### config.mk
export PLATFORM = sky130hd
export DESIGN_NAME = exec_state_writeback_buffer
export DESIGN_NICKNAME = d
export VERILOG_FILES = /design/src/rtl/exec_state_writeback_buffer.sv
export SDC_FILE = /design/constraint.sdc
export NUM_CORES = 1
export LEC_CHECK = 0
export CAP_MARGIN = 40
export CORE_UTILIZATION = 46
export DETAILED_ROUTE_END_ITERATION = 10
export GPL_ROUTABILITY_DRIVEN = 0
export GPL_TIMING_DRIVEN = 0
export PLACE_DENSITY = 0.77
export SETUP_SLACK_MARGIN = 0.3
export SYNTH_ARGS = -nofsm -noshare
export SYNTH_HDL_FRONTEND = slang
export SYNTH_SLANG_ARGS = --single-unit
### constraint.sdc
create_clock -name clk -period 5.82 [get_ports clk]
set_clock_uncertainty 0.05 [all_clocks]
set_input_delay 1.164 -clock clk [delete_from_list [all_inputs] [get_ports clk]]
set_output_delay 1.164 -clock clk [all_outputs]
set_load 0.02 [all_outputs]
### src/rtl/exec_state_writeback_buffer.sv
// ---------------------------------------------------------------------------
// exec_state_writeback_buffer
//
// Producer side of the active-list execution-state interface. Finished-op
// reports (active-list index + ExecutionState) arrive on IN_LANES writeback
// lanes. They are compacted in lane order, with lane 0 treated as oldest, and
// buffered in a DEPTH-entry circular FIFO. Up to WR_PORTS entries per cycle
// are then written into the active-list exec-state table, oldest first.
//
// Optional feature macro: EXEC_STATE_BYPASS_EN
//   When this macro is defined and the FIFO is empty (and no flush is
//   active), up to WR_PORTS accepted reports drive the write ports in the
//   same cycle. Any remaining valid lanes are enqueued.
//   When the macro is undefined, every report passes through the FIFO.
//
// Handshake
//   A lane report is taken when in_valid[l] && in_ready && !flush.
//   in_ready depends on the registered count only, so it is stable for the
//   whole cycle. An offer made while in_ready is low is dropped, and the
//   sticky ovf_err flag is set. There is no back-pressure on the write
//   ports: the active list accepts every write.
//
// Ports
//   clk       in   clock
//   rst       in   asynchronous, active-low reset
//   flush     in   synchronous recovery flush; drops all buffered and
//                  same-cycle reports
//   in_valid  in   [IN_LANES]            report valid per lane
//   in_ptr    in   [IN_LANES*AL_IDX_W]   active-list index per lane
//   in_state  in   [IN_LANES*STATE_W]    ExecutionState per lane
//   in_ready  out  all lanes may report this cycle
//   wr_valid  out  [WR_PORTS]            write enable per port
//   wr_ptr    out  [WR_PORTS*AL_IDX_W]   active-list index per port
//   wr_state  out  [WR_PORTS*STATE_W]    state written per port
//   count     out  [$clog2(DEPTH)+1]     occupied entries (registered)
//   ovf_err   out  sticky: a report was offered while in_ready was low
// ---------------------------------------------------------------------------
module exec_state_writeback_buffer #(
    parameter int IN_LANES = 4,
    parameter int WR_PORTS = 2,
    parameter int DEPTH    = 8,
    parameter int AL_IDX_W = 6,
    parameter int STATE_W  = 4
) (
    input  logic                          clk,
    input  logic                          rst,
    input  logic                          flush,
    input  logic [IN_LANES-1:0]           in_valid,
    input  logic [IN_LANES*AL_IDX_W-1:0]  in_ptr,
    input  logic [IN_LANES*STATE_W-1:0]   in_state,
    output logic                          in_ready,
    output logic [WR_PORTS-1:0]           wr_valid,
    output logic [WR_PORTS*AL_IDX_W-1:0]  wr_ptr,
    output logic [WR_PORTS*STATE_W-1:0]   wr_state,
    output logic [$clog2(DEPTH):0]        count,
    output logic                          ovf_err
);

    localparam int PW = $clog2(DEPTH);
    localparam int CW = PW + 1;
    localparam logic [CW-1:0] DEPTH_C = CW'(DEPTH);
    localparam logic [CW-1:0] LANES_C = CW'(IN_LANES);
    localparam logic [CW-1:0] WR_C    = CW'(WR_PORTS);

    logic [AL_IDX_W-1:0] ptr_mem [DEPTH];
    logic [STATE_W-1:0]  st_mem  [DEPTH];

    logic [PW-1:0] head_q, head_d;
    logic [PW-1:0] tail_q, tail_d;
    logic [CW-1:0] count_q, count_d;
    logic          ovf_q, ovf_d;

    // pos[l] is the rank of lane l among the valid lanes. It gives the
    // compacted slot of that lane relative to tail, or its bypass port.
    logic [CW-1:0] pos [IN_LANES];
    logic [CW-1:0] n_valid;
    logic [CW-1:0] byp_n;
    logic [CW-1:0] enq_n;
    logic [CW-1:0] deq_n;
    logic          accept;
`ifdef EXEC_STATE_BYPASS_EN
    logic          byp_act;
`endif

    always_comb begin
        in_ready = (DEPTH_C - count_q) >= LANES_C;
        accept   = in_ready && !flush;

        n_valid = '0;
        for (int l = 0; l < IN_LANES; l++) begin
            pos[l] = n_valid;
            if (in_valid[l]) begin
                n_valid = n_valid + 1'b1;
            end
        end

`ifdef EXEC_STATE_BYPASS_EN
        // An empty FIFO always implies in_ready, so bypassed lanes are
        // always accepted lanes.
        byp_act = (count_q == '0) && !flush;
        byp_n   = byp_act ? ((n_valid > WR_C) ? WR_C : n_valid) : '0;
`else
        byp_n   = '0;
`endif

        enq_n = accept ? (n_valid - byp_n) : '0;
        deq_n = flush ? '0 : ((count_q > WR_C) ? WR_C : count_q);

        // Port k drains entry head+k while that entry exists.
        // A flush suppresses all writes in the same cycle.
        wr_valid = '0;
        wr_ptr   = '0;
        wr_state = '0;
        for (int k = 0; k < WR_PORTS; k++) begin
            wr_valid[k]                      = !flush && (CW'(k) < count_q);
            wr_ptr[k*AL_IDX_W +: AL_IDX_W]   = ptr_mem[head_q + PW'(k)];
            wr_state[k*STATE_W +: STATE_W]   = st_mem[head_q + PW'(k)];
        end

`ifdef EXEC_STATE_BYPASS_EN
        // With an empty FIFO no port is in use, so the oldest valid lanes
        // take ports 0..byp_n-1 directly.
        for (int k = 0; k < WR_PORTS; k++) begin
            for (int l = 0; l < IN_LANES; l++) begin
                if (byp_act && in_valid[l] && (pos[l] == CW'(k))) begin
                    wr_valid[k]                    = 1'b1;
                    wr_ptr[k*AL_IDX_W +: AL_IDX_W] = in_ptr[l*AL_IDX_W +: AL_IDX_W];
                    wr_state[k*STATE_W +: STATE_W] = in_state[l*STATE_W +: STATE_W];
                end
            end
        end
`endif

        if (flush) begin
            head_d  = '0;
            tail_d  = '0;
            count_d = '0;
        end else begin
            head_d  = head_q + PW'(deq_n);
            tail_d  = tail_q + PW'(enq_n);
            count_d = count_q + enq_n - deq_n;
        end

        ovf_d = ovf_q || ((|in_valid) && !in_ready && !flush);
    end

    always_ff @(posedge clk or negedge rst) begin
        if (!rst) begin
            head_q  <= '0;
            tail_q  <= '0;
            count_q <= '0;
            ovf_q   <= 1'b0;
        end else begin
            head_q  <= head_d;
            tail_q  <= tail_d;
            count_q <= count_d;
            ovf_q   <= ovf_d;
        end
    end

    // The storage array has no reset. An entry is only read after it has
    // been written, because count guards every read.
    always_ff @(posedge clk) begin
        for (int l = 0; l < IN_LANES; l++) begin
            if (accept && in_valid[l] && (pos[l] >= byp_n)) begin
                ptr_mem[tail_q + PW'(pos[l] - byp_n)] <= in_ptr[l*AL_IDX_W +: AL_IDX_W];
                st_mem[tail_q + PW'(pos[l] - byp_n)]  <= in_state[l*STATE_W +: STATE_W];
            end
        end
    end

    assign count   = count_q;
    assign ovf_err = ovf_q;

endmodule

---- Word-level counts from Yosys, hierarchy flattened ----
Memory sizes are Yosys's and may differ from the RTL's.
Index checks and enable logic that the tools add are counted.
word-level totals
  bits in registers ....................... 11
  bits in latches ......................... 0
  bits in writable memories ............... 80
  memory bits (read-only) ................. 0
  input bits .............................. 47
  output and inout port bits .............. 28
  word-level logic and storage cells ...... 59
  memories kept ........................... 2
memories
  name     words  bits a word  rd ports  clocked after Yosys merged registers in  write ports  line  RTL
  ptr_mem  8      6            2         0                                        4            65    logic [AL_IDX_W-1:0] ptr_mem [DEPTH];
  st_mem   8      4            2         0                                        4            66    logic [STATE_W-1:0] st_mem [DEPTH];
operators by class
  $add $sub $neg .......................... 12
  multipliers ............................. 0
  div/mod/pow operators ................... 0
  $lt $le $gt $ge ......................... 7
  eq/ne operators ......................... 0
  shift-type cells ........................ 0
  mux-type cells .......................... 18
  bitwise gates (word level) .............. 0
  reductions and logical operators ........ 16
operator list
  operator                                                                     count
  4-bit 2-to-1 mux                                                             7
  3-bit adder                                                                  4
  4-bit by 1-bit adder with 4-bit output, second input constant                3
  1-bit logical AND                                                            12
  1-bit 2-to-1 mux                                                             9
  4-bit by 1-bit >= comparator with 1-bit output, second input constant        2
  1-bit by 4-bit less-than comparator with 1-bit output, first input constant  2
  3-bit 2-to-1 mux                                                             2
  4-bit adder                                                                  1
  4-bit by 3-bit >= comparator with 1-bit output, second input constant        1
  4-bit by 2-bit > comparator with 1-bit output, second input constant         1
  4-bit OR reduction                                                           1
  4-bit subtractor                                                             1
  4-bit subtractor, first input constant                                       1
  3-bit by 1-bit adder with 3-bit output                                       1
  3-bit by 1-bit adder with 3-bit output, second input constant                1
  1-bit logical NOT                                                            2
  1-bit >= comparator, second input constant                                   1
  1-bit logical OR                                                             1

---- Longest topological paths before layout ----
  word-level depth ........................ 11
  gate-level depth with buffers ........... 13
  gate-level depth less buffers ........... 13

---- Worst setup path after synthesis ----
OpenSTA, ideal clock, no wires.
  path type ............................... in2reg
  from .................................... input port in_valid[0]
  to ...................................... memory ptr_mem[2][0], enable pin
  setup time .............................. 339 ps
  arrival time ............................ 3596 ps
  data required time ...................... 5431 ps
  slack ................................... 1834 ps
  cell stages on the path ................. 8
  path buffers ............................ 0
  cells stage by stage .................... inv_1 > ha_1 > xor2_1 > ha_1 > fa_1 > inv_1 > nor4_4 > or3_1
RTL lines
  element      line  RTL
  from (decl)  48    input logic [IN_LANES-1:0] in_valid,
  to (decl)    65

==> metrics.md <==
| Metric | Value |
|---|---|
| Area after DPL | `8310 um^2` |
| Count of pins over their slew limit | `0` |
| Share of cells above drive strength 1 | `19.7%` |
| Nature of the critical path endpoint | `register` |
| Die width | `130 um` |
| Prevailing post-synth register cell | `edfxtp_1` |
| Clk sink count | `91` |
| Die span in y | `130 um` |
| Setup total negative slack | `0 ps` |
| Final critical path time including I/O delays and setup | `4810 ps` |
| N_diodes | `0` |
| NumNets Final | `875` |
| Largest net degree at the start of global routing | `19` |
| Timing-limited maximum frequency | `208 MHz` |
| Number of buffers inserted by post-CTS setup repair | `0` |
| Net switching component of the power | `1.70 mW` |
| Global-route total usage across every layer | `33.9%` |
| Pre-CTS setup slack | `724 ps` |
| Violation count after the first detailed-routing iteration | `1421` |
| Final instance area | `8600 um^2` |
| Post_cts resized | `0` |
| Post-synthesis net count | `819` |
| Proportion of register bits with asynchronous set or reset after synthesis | `12.1%` |
| Post-synth EDFFs | `80` |
| Sequential cell area fraction in the yosys report | `35.3%` |
| Final setup violation count | `0` |
| Average routed wire per standard cell | `27.1 um` |
| Clock latency of the later-clocked register in the worst-skew pair | `360 ps` |
| Slowest stage delay, CP | `650 ps` |
| Biggest fanout along the worst timing path | `10` |
| Maximum ir drop on the vdd rail | `0.000286 V` |
| Cts bufs inserted | `9` |
| Number of detailed-routing iterations run before antenna repair | `6` |
| Share of power burned in the clock network | `15.6%` |
| Residual overflow from global routing | `0` |
| Standard-cell row count | `46` |
| Count of endpoints failing hold in the final timing report | `0` |
| Crit path max-delay cell type | `clkbuf_1` |
| Max clock buf depth | `2` |
| Fraction of power consumed by combinational cells | `57.5%` |
| Remaining DRCs | `0` |
| Required time at the worst-slack endpoint | `5990 ps` |
| Synth Cell Area | `7580 um^2` |
| Setup WS post-layout | `1010 ps` |
| Result of the run | `finished clean` |
| Wirelength, routed | `27.8 mm` |
| RSZ-0062 raised after global routing | `false` |
| Switching fraction of total power | `44.3%` |
| Internal power | `2.14 mW` |
| Max capacitance violation total | `0` |
| Relative contribution of sequential cells to total power | `26.9%` |
| Post-route clock period utilization | `82.7%` |
| Post-synthesis sequential element count | `91` |
| Routed via count divided by cell count | `6.93` |
| Top-level I/O count | `75` |
| Pleak | `2.76 nW` |
| CTS Root Cell | `clkbuf_16` |
| Total of warnings raised by yosys | `0` |
| Reg-to-reg setup timing slack | `2240 ps` |
| Floorplan die area | `17000 um^2` |
| Antenna violations before repair | `0` |
| Actual slew at the worst max-slew pin | `990 ps` |
| Number of port buffers | `43` |
| Core Area | `16000 um^2` |
| Crit Path Category | `input port to register` |
| Final HPWL DP | `19.0 mm` |
| TritonCTS clock tree | `done` |
| ANT nets after route | `0` |
| Initial Utilization | `47.4%` |
| Mapped Cells | `751` |
| Data arrival, critical path | `4990 ps` |
| Post-CTS clock slew at the launch and capture registers of the worst setup and hold paths | `70 ps` |
| Area growth, synth to finish | `13.4%` |
| P per Cell Area | `447 nW/um^2` |
| First-pass GRT wire length | `40.6 mm` |
| Number of buffers added to fix hold violations after cts | `0` |
| Routed vias | `7125` |
| Post-Synthesis Mean Instance Area | `10.1 um^2` |
| Count of fill cells added during filler insertion | `1455` |
| CTS H-tree depth | `3` |
| Relative max-transition margin | `34.0%` |
| Cells traversed along the worst timing path | `clkdlybuf4s50_1 -> inv_1 -> ha_1 -> ha_1 -> inv_1 -> fa_1 -> nor4b_2 -> nand2_1 -> a21oi_1 -> clkbuf_1 -> o221ai_1 -> o21ai_2` |
| Final design utilization | `53.7%` |
| Type of element launching the critical path | `input port` |
| Number of distinct library cells after synthesis | `56` |
| Path class of the lowest-slack min-delay path | `register to register` |
| Number of global-route vias before repair | `6818` |
==> per-stage QoR <==
stage,std cells,hold WS (ps),total power [mW]
floorplan,751,541,2.45
global placement,1010,421,3.13
detailed placement,1012,415,3.20
CTS,1028,436,3.79
global route,1028,456,3.98
finish,1028,435,3.84
==> path summary, 6_finish.rpt <==
check | to | startpoint | cells after the start
min reg2reg | ovf_err | ovf_err | 1
max | st_mem[2][1] | in_valid[0] | 12
min in group asynchronous | ovf_err | rst | 1
max reg2reg | st_mem[2][1] | tail_q[0] | 9
min | ovf_err | ovf_err | 1
max in group asynchronous | head_q[0] | rst | 1
==> layer usage <==
metal	wire length (um)	global-route usage, %	vias to the layer above
li1	-	-	2963
met1	9860	43.2	3279
met2	11700	49.3	705
met3	4400	12.9	176
met4	1860	19.2	2
met5	22	0	-
==> power by group through the flow <==
stage	Combinational (mW)	Sequential, mW	Clock, mW
detailed placement	2.15	1.04	0
finish	2.21	1.03	0.598
global route	2.32	1.05	0.619
floorplan	1.43	1.02	0
global placement	2.10	1.03	0
CTS	2.17	1.03	0.595
==> registers in the layout, indices dropped and copies added (netlist names) <==
| register | cells |
|---|---|
| ovf_err | 1 |
| tail_q | 3 |
| st_mem | 32 |
| ptr_mem | 48 |
| count | 4 |
| head_q | 3 |
==> cells in the mapped netlist, types with 10 or more instances <==
library cell,instances,share of area (%)
buf_4,10,0.99
o31ai_1,62,6.1
buf_1,24,1.2
o22ai_1,62,5.1
dfrtp_1,11,3.6
mux4_2,40,12
or3_1,10,0.82
buf_2,23,1.5
inv_1,19,0.94
o21ai_2,12,1.4
nand3_1,16,1.1
mux2_2,21,3.1
nand2_1,102,5.0
nand2b_1,17,1.4
ha_1,15,2.5
clkbuf_1,16,0.79
nand4_1,18,1.5
edfxtp_1,80,32
o221ai_1,18,2.1
buf_6,10,1.5
nor2_1,79,3.9
==> critical path, delay by kind of cell <==
kind,cells,cell delay (ps)
buf+inv,4,1350
fa+ha+maj,3,1030
simple gates,2,730
compound gates,3,710
==> cells in the final DEF (no fill, tap or decap), types with 6 or more instances in the layout <==
cell,instances
nand2_1,102
edfxtp_1,80
nor2_1,79
o22ai_1,62
o31ai_1,62
clkdlybuf4s50_1,43
mux4_2,40
buf_1,24
buf_2,23
mux2_2,21
inv_1,19
nand4_1,18
o221ai_1,18
nand2b_1,17
nand3_1,16
clkbuf_1,16
ha_1,15
buf_6,12
o21ai_2,12
dfrtp_1,11
buf_4,10
or3_1,10
a21oi_1,9
clkbuf_16,9
nor4_4,8
xor2_1,7
o21ai_1,6
fa_1,6
==> cell families (layout without fill, tap and decap cells) <==
| logic type | count (synthesis) | count (layout) | share of synthesized area [%] |
|---|---|---|---|
| simple gates | 279 | 279 | 19.0 |
| other cells | 1 | 1 | 0.0494 |
| mux | 62 | 62 | 15.1 |
| flops | 91 | 91 | 35.3 |
| buf+inv | 104 | 165 | 7.03 |
| xor+xnor | 16 | 16 | 2.69 |
| fa+ha+maj | 21 | 21 | 4.06 |
| compound gates | 177 | 177 | 16.7 |
==> layout make-up <==
type	instances	area, um^2	share of cell area [%]
multi-input combinational	556	4370	50.9
sequential	91	2680	31.1
buffer	84	458	5.33
timing repair buffer	45	453	5.27
tap	216	270	3.14
clock buffer	9	225	2.62
inverter	20	75.1	0.873
clock inverter	7	67.6	0.786
(Power assumes the default switching activity.)
